<file path="src/rtl/mem_port_arbiter.sv">
// mem_port_arbiter: shares one backing-memory port between the I-side (read-only)
// and D-side (read/write) request channels. One transaction is outstanding at a
// time; D-side wins ties unless it has already taken MAX_D_STREAK consecutive
// grants while the I-side was waiting. A WAIT-state timer aborts transactions
// the memory never answers and returns an error to the owner.
module mem_port_arbiter #(
   parameter int ADDR_W       = 64,
   parameter int DATA_W       = 64,
   parameter int MAX_D_STREAK = 4,
   parameter int TIMEOUT      = 255
) (
   input  logic              clk,
   input  logic              rst,
   // I-side channel
   input  logic              i_req_valid_i,
   input  logic [ADDR_W-1:0] i_addr_i,
   output logic              i_ready_o,
   output logic              i_rvalid_o,
   output logic [DATA_W-1:0] i_rdata_o,
   output logic              i_err_o,
   // D-side channel
   input  logic              d_req_valid_i,
   input  logic              d_wen_i,
   input  logic [ADDR_W-1:0] d_addr_i,
   input  logic [DATA_W-1:0] d_wdata_i,
   input  logic [1:0]        d_wlen_i,
   output logic              d_ready_o,
   output logic              d_rvalid_o,
   output logic [DATA_W-1:0] d_rdata_o,
   output logic              d_err_o,
   // Memory port
   output logic              mem_req_valid_o,
   input  logic              mem_ready_i,
   output logic [ADDR_W-1:0] mem_addr_o,
   output logic              mem_wen_o,
   output logic [DATA_W-1:0] mem_wdata_o,
   output logic [1:0]        mem_wlen_o,
   input  logic              mem_rvalid_i,
   input  logic [DATA_W-1:0] mem_rdata_i,
   output logic              busy_o
);

   // Counter widths sized to hold the parameter value itself.
   localparam int SW = (MAX_D_STREAK < 2) ? 1 : $clog2(MAX_D_STREAK + 1);
   localparam int TW = (TIMEOUT < 2) ? 1 : $clog2(TIMEOUT + 1);
   localparam logic [SW-1:0] STREAK_MAX = SW'(MAX_D_STREAK);
   localparam logic [TW-1:0] TIMER_MAX  = TW'(TIMEOUT);

   localparam logic [1:0] ST_IDLE = 2'd0;
   localparam logic [1:0] ST_REQ  = 2'd1;
   localparam logic [1:0] ST_WAIT = 2'd2;
   localparam logic [1:0] ST_RESP = 2'd3;

   localparam logic OWN_I = 1'b0;
   localparam logic OWN_D = 1'b1;

   logic [1:0]        state;
   logic [SW-1:0]     streak;
   logic [TW-1:0]     timer;
   logic              owner;
   logic [ADDR_W-1:0] addr;
   logic              wen;
   logic [DATA_W-1:0] wdata;
   logic [1:0]        wlen;
   logic              i_rvalid;
   logic [DATA_W-1:0] i_rdata;
   logic              i_err;
   logic              d_rvalid;
   logic [DATA_W-1:0] d_rdata;
   logic              d_err;
   logic              d_win;
   logic              i_win;
   logic              timed_out;

   // Pick the requester that would win if the arbiter were idle this cycle.
   always_comb begin
      d_win = 1'b0;
      i_win = 1'b0;
      if (d_req_valid_i && !(i_req_valid_i && (streak == STREAK_MAX))) begin
         d_win = 1'b1;
      end else if (i_req_valid_i) begin
         i_win = 1'b1;
      end else begin
         d_win = 1'b0;
         i_win = 1'b0;
      end
   end

   // Timer abort condition; a zero TIMEOUT disables it entirely.
   always_comb begin
      timed_out = 1'b0;
      if ((TIMEOUT != 0) && (timer == TIMER_MAX)) begin
         timed_out = 1'b1;
      end else begin
         timed_out = 1'b0;
      end
   end

   // Ready is combinational so a request is accepted in the same IDLE cycle.
   assign i_ready_o       = (state == ST_IDLE) && i_win;
   assign d_ready_o       = (state == ST_IDLE) && d_win;
   assign mem_req_valid_o = (state == ST_REQ);
   assign busy_o          = (state != ST_IDLE);
   assign mem_addr_o      = addr;
   assign mem_wen_o       = wen;
   assign mem_wdata_o     = wdata;
   assign mem_wlen_o      = wlen;
   assign i_rvalid_o      = i_rvalid;
   assign i_rdata_o       = i_rdata;
   assign i_err_o         = i_err;
   assign d_rvalid_o      = d_rvalid;
   assign d_rdata_o       = d_rdata;
   assign d_err_o         = d_err;

   // Transaction FSM, streak counter, WAIT timer and registered responses.
   always_ff @(posedge clk) begin
      if (rst) begin
         state    <= ST_IDLE;
         streak   <= '0;
         timer    <= '0;
         owner    <= OWN_I;
         addr     <= '0;
         wen      <= 1'b0;
         wdata    <= '0;
         wlen     <= 2'b00;
         i_rvalid <= 1'b0;
         i_rdata  <= '0;
         i_err    <= 1'b0;
         d_rvalid <= 1'b0;
         d_rdata  <= '0;
         d_err    <= 1'b0;
      end else begin
         i_rvalid <= 1'b0;
         d_rvalid <= 1'b0;
         case (state)
            ST_IDLE: begin
               if (d_win) begin
                  owner <= OWN_D;
                  addr  <= d_addr_i;
                  wen   <= d_wen_i;
                  wdata <= d_wdata_i;
                  wlen  <= d_wlen_i;
                  state <= ST_REQ;
                  // Only D grants taken while I waits count toward the streak.
                  if (i_req_valid_i) begin
                     streak <= (streak == STREAK_MAX) ? streak : streak + SW'(1);
                  end else begin
                     streak <= '0;
                  end
               end else if (i_win) begin
                  owner  <= OWN_I;
                  addr   <= i_addr_i;
                  wen    <= 1'b0;
                  wdata  <= '0;
                  wlen   <= 2'b00;
                  state  <= ST_REQ;
                  streak <= '0;
               end
            end
            ST_REQ: begin
               if (mem_ready_i) begin
                  timer <= '0;
                  state <= ST_WAIT;
               end
            end
            ST_WAIT: begin
               // A response arriving on the timeout cycle still counts as success.
               if (mem_rvalid_i) begin
                  state <= ST_RESP;
                  if (owner == OWN_D) begin
                     d_rvalid <= 1'b1;
                     d_rdata  <= wen ? '0 : mem_rdata_i;
                     d_err    <= 1'b0;
                  end else begin
                     i_rvalid <= 1'b1;
                     i_rdata  <= mem_rdata_i;
                     i_err    <= 1'b0;
                  end
               end else if (timed_out) begin
                  state <= ST_RESP;
                  if (owner == OWN_D) begin
                     d_rvalid <= 1'b1;
                     d_rdata  <= '0;
                     d_err    <= 1'b1;
                  end else begin
                     i_rvalid <= 1'b1;
                     i_rdata  <= '0;
                     i_err    <= 1'b1;
                  end
               end else begin
                  timer <= timer + TW'(1);
               end
            end
            ST_RESP: begin
               state <= ST_IDLE;
            end
            default: begin
               state <= ST_IDLE;
            end
         endcase
      end
   end

endmodule

</file>
<file path="config.mk">
export PLATFORM = sky130hd
export DESIGN_NAME = mem_port_arbiter
export DESIGN_NICKNAME = d
export VERILOG_FILES = /design/src/rtl/mem_port_arbiter.sv
export SDC_FILE = /design/constraint.sdc
export NUM_CORES = 1
export LEC_CHECK = 0
export ABC_AREA = 1
export CORE_AREA = 2 2 207 209
export DETAILED_ROUTE_END_ITERATION = 6
export DIE_AREA = 0 0 209 211
export PLACE_DENSITY = 0.6
export SKIP_LAST_GASP = 1
export SLEW_MARGIN = 20
export SYNTH_ARGS = -nofsm -noshare
export SYNTH_HDL_FRONTEND = slang
export SYNTH_SLANG_ARGS = --single-unit
export TNS_END_PERCENT = 30
</file>
<file path="constraint.sdc">
create_clock -name clk -period 2.19 [get_ports clk]
set_clock_uncertainty 0.1 [all_clocks]
set_input_delay 0.219 -clock clk [delete_from_list [all_inputs] [get_ports clk]]
set_output_delay 0.219 -clock clk [all_outputs]
set_load 0.05 [all_outputs]
</file>
==> out/metrics.csv, run 1 <==
metric,value,unit
synthTopCellsByCount,"nand2_1 (555), dfxtp_1 (277), nor2_1 (213), nand3_1 (206), inv_1 (94)",
layout-drive-gt1-share,0.06389,
boundaryPins,532,
fin_hold_ws,0.09905,ns
gp_congestion,0.8838,
slowest_stage,clkdlybuf4s50_1,
clock_path_buffers,3,
synth.yosys.seq_area_share,0.4809,
grt_usage,0.2008,
stdcell_count,2701,
wl_per_cell,16.84,um
yosys.area.top_type_share,0.4809,
vias,12510,
dr.first_iter.drc_count,912,
period_minus_slack,2.119,ns
crit_family,buffers and inverters,
fin_area,0.01885,mm^2
worstSetupPathType,register to output pin,
required,1.87,ns
irDropWorstVdd,0.7050,mV
yosys.area.top_type,dfxtp_1,
cpPeakStageDelay,0.84,ns
synth.net_count,1910,
max_cap_viol_count,0,
die_w,209,um
cp-end-kind,output pin,
final_nets,2409,
root_buffer,clkbuf_16,
synth.area.top_cells,"dfxtp_1 (48%), nand2_1 (18%), nand3_1 (8.9%)",
min_period_over_period,0.9675,
arrival,1.80,ns
grt.overflow.total,0,
max_slew_margin,0.4824,
grt_pass1_wl,69810,um
cts_tree,yes,
cts.clk_slew.worst_paths,0.05,ns
crit_buf_inv,1,
synth_top_flop_cell,dfxtp_1,
power_leakage,8.081,nW
start_util,0.2762,
antenna_found_initial,3,
report.final.slew_viol_count,0,
yosysUniqueCellTypes,28,
final_core_util,0.4514,
worstMarginPinSlew,0.7764,ns
grt_max_degree,71,
antenna_left,0,
dp_hpwl,32850,um
synth-seq-cells,277,
syn_avg_cell_area,7.040,um^2
core_area,0.04176,mm^2
synth-edff-count,0,
drc,0,
synth_area,0.01153,mm^2
detail_route.first_pass.iterations,5,
htreeDepth,2,
dp.cells,2634,
hold_viol,0,
p_per_area,1178,mW/mm^2
die_h,211,um
finalSetupViolations,0,
row_count,75,
p_total,0.02220,W
grt_pass1_vias,12410,
worstSkewPairLatency,0.53,ns
portBuffers,531,
routed_wirelength,45480,um
async_reset_ff_frac,0,
fmax,0.4720,GHz
min_path_type,input port to register,
dpl_cell_area,0.01764,mm^2
path_cells,clkdlybuf4s50_1,
synthCells,1638,
clock-sinks,277,
status,"complete, no violations",
area_delta_synth_final,63.45,%
start_kind,register,
synth.most_common_cell,nand2_1,
cp_max_fo,2,
dieArea,0.04410,mm^2
numCtsBuffers,35,
viasPerCell,4.631,
ys_warn_count,0,
-- stage by stage --
stage | TNS (ns) | setup WS [ns]
global placement | 0 | 0.2171
detailed placement | 0 | 0.1817
global route | -0.002965 | -0.002965
finish | 0 | 0.07125
CTS | 0 | 0.02424
floorplan | 0 | 0.01156
-- power by group --
part           leakage (nW)  switching (W)  internal (W)
logic                  5.28        0.00653       0.00352
registers              2.26       0.000559       0.00601
clock network         0.539        0.00225       0.00332
total                  8.08        0.00934        0.0129
-- area by class of cell --
class	instances	area [um^2]
inverter	97	379.1
fill	4195	22910
tap	539	674.4
sequential	277	5548
multi-input combinational	1144	5090
clock buffer	52	1011
antenna	2	5.005
clock inverter	8	87.58
timing repair buffer	582	6055
-- sequential cells by signal, indices dropped and copies added, names as in the netlist --
| name | count |
|---|---|
| mem_addr_o | 64 |
| timer | 8 |
| mem_wdata_o | 64 |
| i_rvalid_o | 1 |
| d_rdata_o | 64 |
| state | 2 |
| i_rdata_o | 64 |
| owner | 1 |
| streak | 3 |
| d_rvalid_o | 1 |
| mem_wlen_o | 2 |
| d_err_o | 1 |
| mem_wen_o | 1 |
| i_err_o | 1 |
-- final timing paths --
| path | from | depth (start not counted) | to | slack (ns) |
|---|---|---|---|---|
| worst max-delay path | i_rdata_o[24] | 1 | i_rdata_o[24] | 0.07 |
| worst min-delay path | mem_rvalid_i | 5 | d_rdata_o[7] | 0.1 |
| worst max register to register | timer[0] | 11 | i_rdata_o[24] | 0.21 |
| worst min register to register | mem_wdata_o[62] | 2 | mem_wdata_o[62] | 0.36 |
-- repair_timing --
item                                    CTS  global route
endpoints found under the setup margin    2            19
pin swaps                                 1             2
hold buffers                              1             0
buffers inserted                          1             2
gates cloned                              1             0
resized for setup                         3            11
hold endpoints to repair                  4             0
-- worst min-delay path: stages --
cell and delay, ns:
buf_2 0.19, nand2_1 0.11, nor2_1 0.04, nand2_1 0.05, nand2_1 0.04
-- cells in the final DEF, fill, tap and decap left out, drive strengths merged --
cell type      count
a21oi             79
a31oi              1
buf               62
bufbuf             1
bufinv             1
clkbuf            52
clkdlybuf4s50    518
clkinv             6
dfxtp            277
diode              2
dlygate4sd3        1
ha                 7
inv               98
nand2            559
nand3            207
nand4              4
nor2             217
nor3               1
o211ai            64
o21a               1
o21ai              2
o31ai              1
xor2               1
-- cell families after synthesis --
kind of cell,Yosys count,synth area share
adders and majority gates,7,0.007594
and+or+nand+nor,988,0.3487
buffers and inverters,217,0.08311
AOI/OAI and AO/OA,148,0.07899
DFF,277,0.4809
xor gates and xnor gates,1,0.0007596
-- per-layer routing --
metal | share of wire | up-vias | GRT usage
met5 | 0.00090 | - | 0
met4 | 0.029 | 6 | 0.07020
met3 | 0.087 | 73 | 0.06854
met2 | 0.48 | 472 | 0.3409
met1 | 0.41 | 5757 | 0.2363
li1 | - | 6199 | -
(Power assumes the default switching activity.)
==> run 2: changes to the inputs <==
==> constraint.sdc (replaced) <==
create_clock -name clk -period 2.19 [get_ports clk]
set_clock_uncertainty 0.1 [all_clocks]
set_input_delay 0.219 -clock clk [delete_from_list [all_inputs] [get_ports clk]]
set_output_delay 0.219 -clock clk [all_outputs]
set_load 0.005 [all_outputs]
==> run 2 against run 1 <==
Non-clock buffer count shrank 6. Via count decreased by 0.10%. Wire length is 1.7% lower. Die area unchanged. Sequential cell count did not move. Clock power about the same. Highest routed layer unchanged. Combinational power decreased by 34%. Count of clock-buffer cells in the layout decreased by 4. Final area fell by 1.1%. Largest power group unchanged.
==> out/metrics.csv, run 2 (synthesis gave the netlist of run 1 again) <==
metric,value,unit
hold_end,timer[2],
worstSetupPathType,register to output pin,
r2r_end,d_rdata_o[48],
setup_tns,0,ns
reg2reg_depth,10,
worstSkewPairLatency,0.53,ns
core_area,0.04176,mm^2
clock_path_buffers,3,
min_period_over_period,0.9618,
report.final.slew_viol_count,0,
routed_wirelength,44710,um
final_cell_mix,"nand2_1 (554), clkdlybuf4s50_1 (526), dfxtp_1 (276), nor2_1 (212), nand3_1 (206)",
vias,12490,
max_slew_margin,0.4356,
gp_congestion,0.8551,
hp-start,mem_rvalid_i,
cp_max_fo,3,
reg2reg_from,timer[0],
htreeDepth,2,
die_w,209,um
start_kind,register,
antenna_left,0,
final_core_util,0.4465,
viasPerCell,4.648,
power_leakage,7.990,nW
regToRegSetupSlack,0.22,ns
hold_viol,0,
min_path_type,input port to register,
grt_pass1_wl,68450,um
dr.first_iter.drc_count,873,
portBuffers,531,
required,1.87,ns
finalSetupViolations,0,
irDropWorstVdd,0.9906,mV
status,"complete, no violations",
min_path_cells,5,
grt.overflow.total,0,
cts_tree,yes,
p_per_area,1006,mW/mm^2
wl_per_cell,16.63,um
insertedDiodeCount,0,
cts_setup_buffers,0,
dp_hpwl,32390,um
final_nets,2402,
period_minus_slack,2.106,ns
startpoint,streak[0],
layout_commonest_cell,nand2_1,
numCtsBuffers,34,
arrival,1.79,ns
antenna_found_initial,4,
grt_usage,0.1963,
row_count,75,
worstMarginPinSlew,0.8465,ns
root_buffer,clkbuf_16,
cp-end-kind,output pin,
fmax,0.4748,GHz
layout-drive-gt1-share,0.05444,
grt_pass1_vias,12430,
start_util,0.2762,
die_h,211,um
drc,0,
clock-sinks,277,
detail_route.first_pass.iterations,7,
area_delta_synth_final,61.69,%
max_cap_viol_count,0,
cts.clk_slew.worst_paths,0.06,ns
dieArea,0.04410,mm^2
rsz0062_at_grt,yes,
grt_max_degree,74,
boundaryPins,532,
-- run 2: changes by cell type in the layout (fill, tap and decap cells not counted), moves of 2 or more --
cell	before	now
diode_2	2	0
buf_4	30	23
clkbuf_8	5	7
clkinv_4	2	0
clkdlybuf4s50_1	518	526
buf_12	29	20
clkbuf_1	11	6
-- run 2: cell type report --
class / count / area, um^2
Fill cell: 4167 / 23110
Multi-Input combinational cell: 1144 / 5056
Timing Repair Buffer: 576 / 5909
Inverter: 97 / 374.1
Sequential cell: 277 / 5547
Clock inverter: 7 / 91.34
Tap cell: 539 / 674.4
Clock buffer: 48 / 994.7
-- run 2: worst max path at each step --
stage                     slack [ns]             end
after CTS                       -0.1          busy_o
after global routing           -0.05       d_ready_o
after global placement          0.17  mem_addr_o[57]
final                           0.08       d_ready_o
after detailed placement        0.11  mem_addr_o[61]
after floorplan                 0.55   d_rdata_o[61]
-- run 2: critical path, stage by stage (launching register included) --
cell	delay, ns
dfxtp_1	0.36
inv_1	0.07
ha_1	0.20
nand3_1	0.10
nand2_2	0.09
buf_4	0.17
nor2_4	0.12
clkbuf_2	0.15
-- run 2: timing repair --
action,CTS,global route
setup endpoints to repair,3,16
hold endpoints to repair,1,0
resized for setup,4,4
gates cloned,0,1
hold buffers,1,0
-- run 2: through the flow --
step | std cells | hold slack, ns | worst slack [ns] | total power [W] | instance area (um^2)
3_3_place_gp | 2631 | 0.3493 | 0.1739 | 0.01325 | 17520
2_1_floorplan | 1638 | 0.2636 | 0.5526 | 0.009540 | 11530
6_report | 2688 | 0.1329 | 0.08372 | 0.01877 | 18650
3_5_place_dp | 2631 | 0.3546 | 0.1121 | 0.01332 | 17520
5_1_grt | 2688 | 0.1270 | -0.04989 | 0.01989 | 18650
4_1_cts | 2687 | 0.09488 | -0.09697 | 0.01904 | 18620
-- run 2: where the power goes --
group	total (W)	internal, W	switching [W]	leakage (nW)
registers	0.00653	0.00601	0.000522	2.26
logic	0.00665	0.00338	0.00327	5.20
clock network	0.00558	0.00338	0.00220	0.533
-- run 2: layer usage --
metal  global-route usage  wire, um  vias up
met5                    0        61        -
met4              0.07808      1479        8
met3              0.06765      4104       85
met2               0.3378     21210      502
met1               0.2232     17860     5718
li1                     -         -     6181
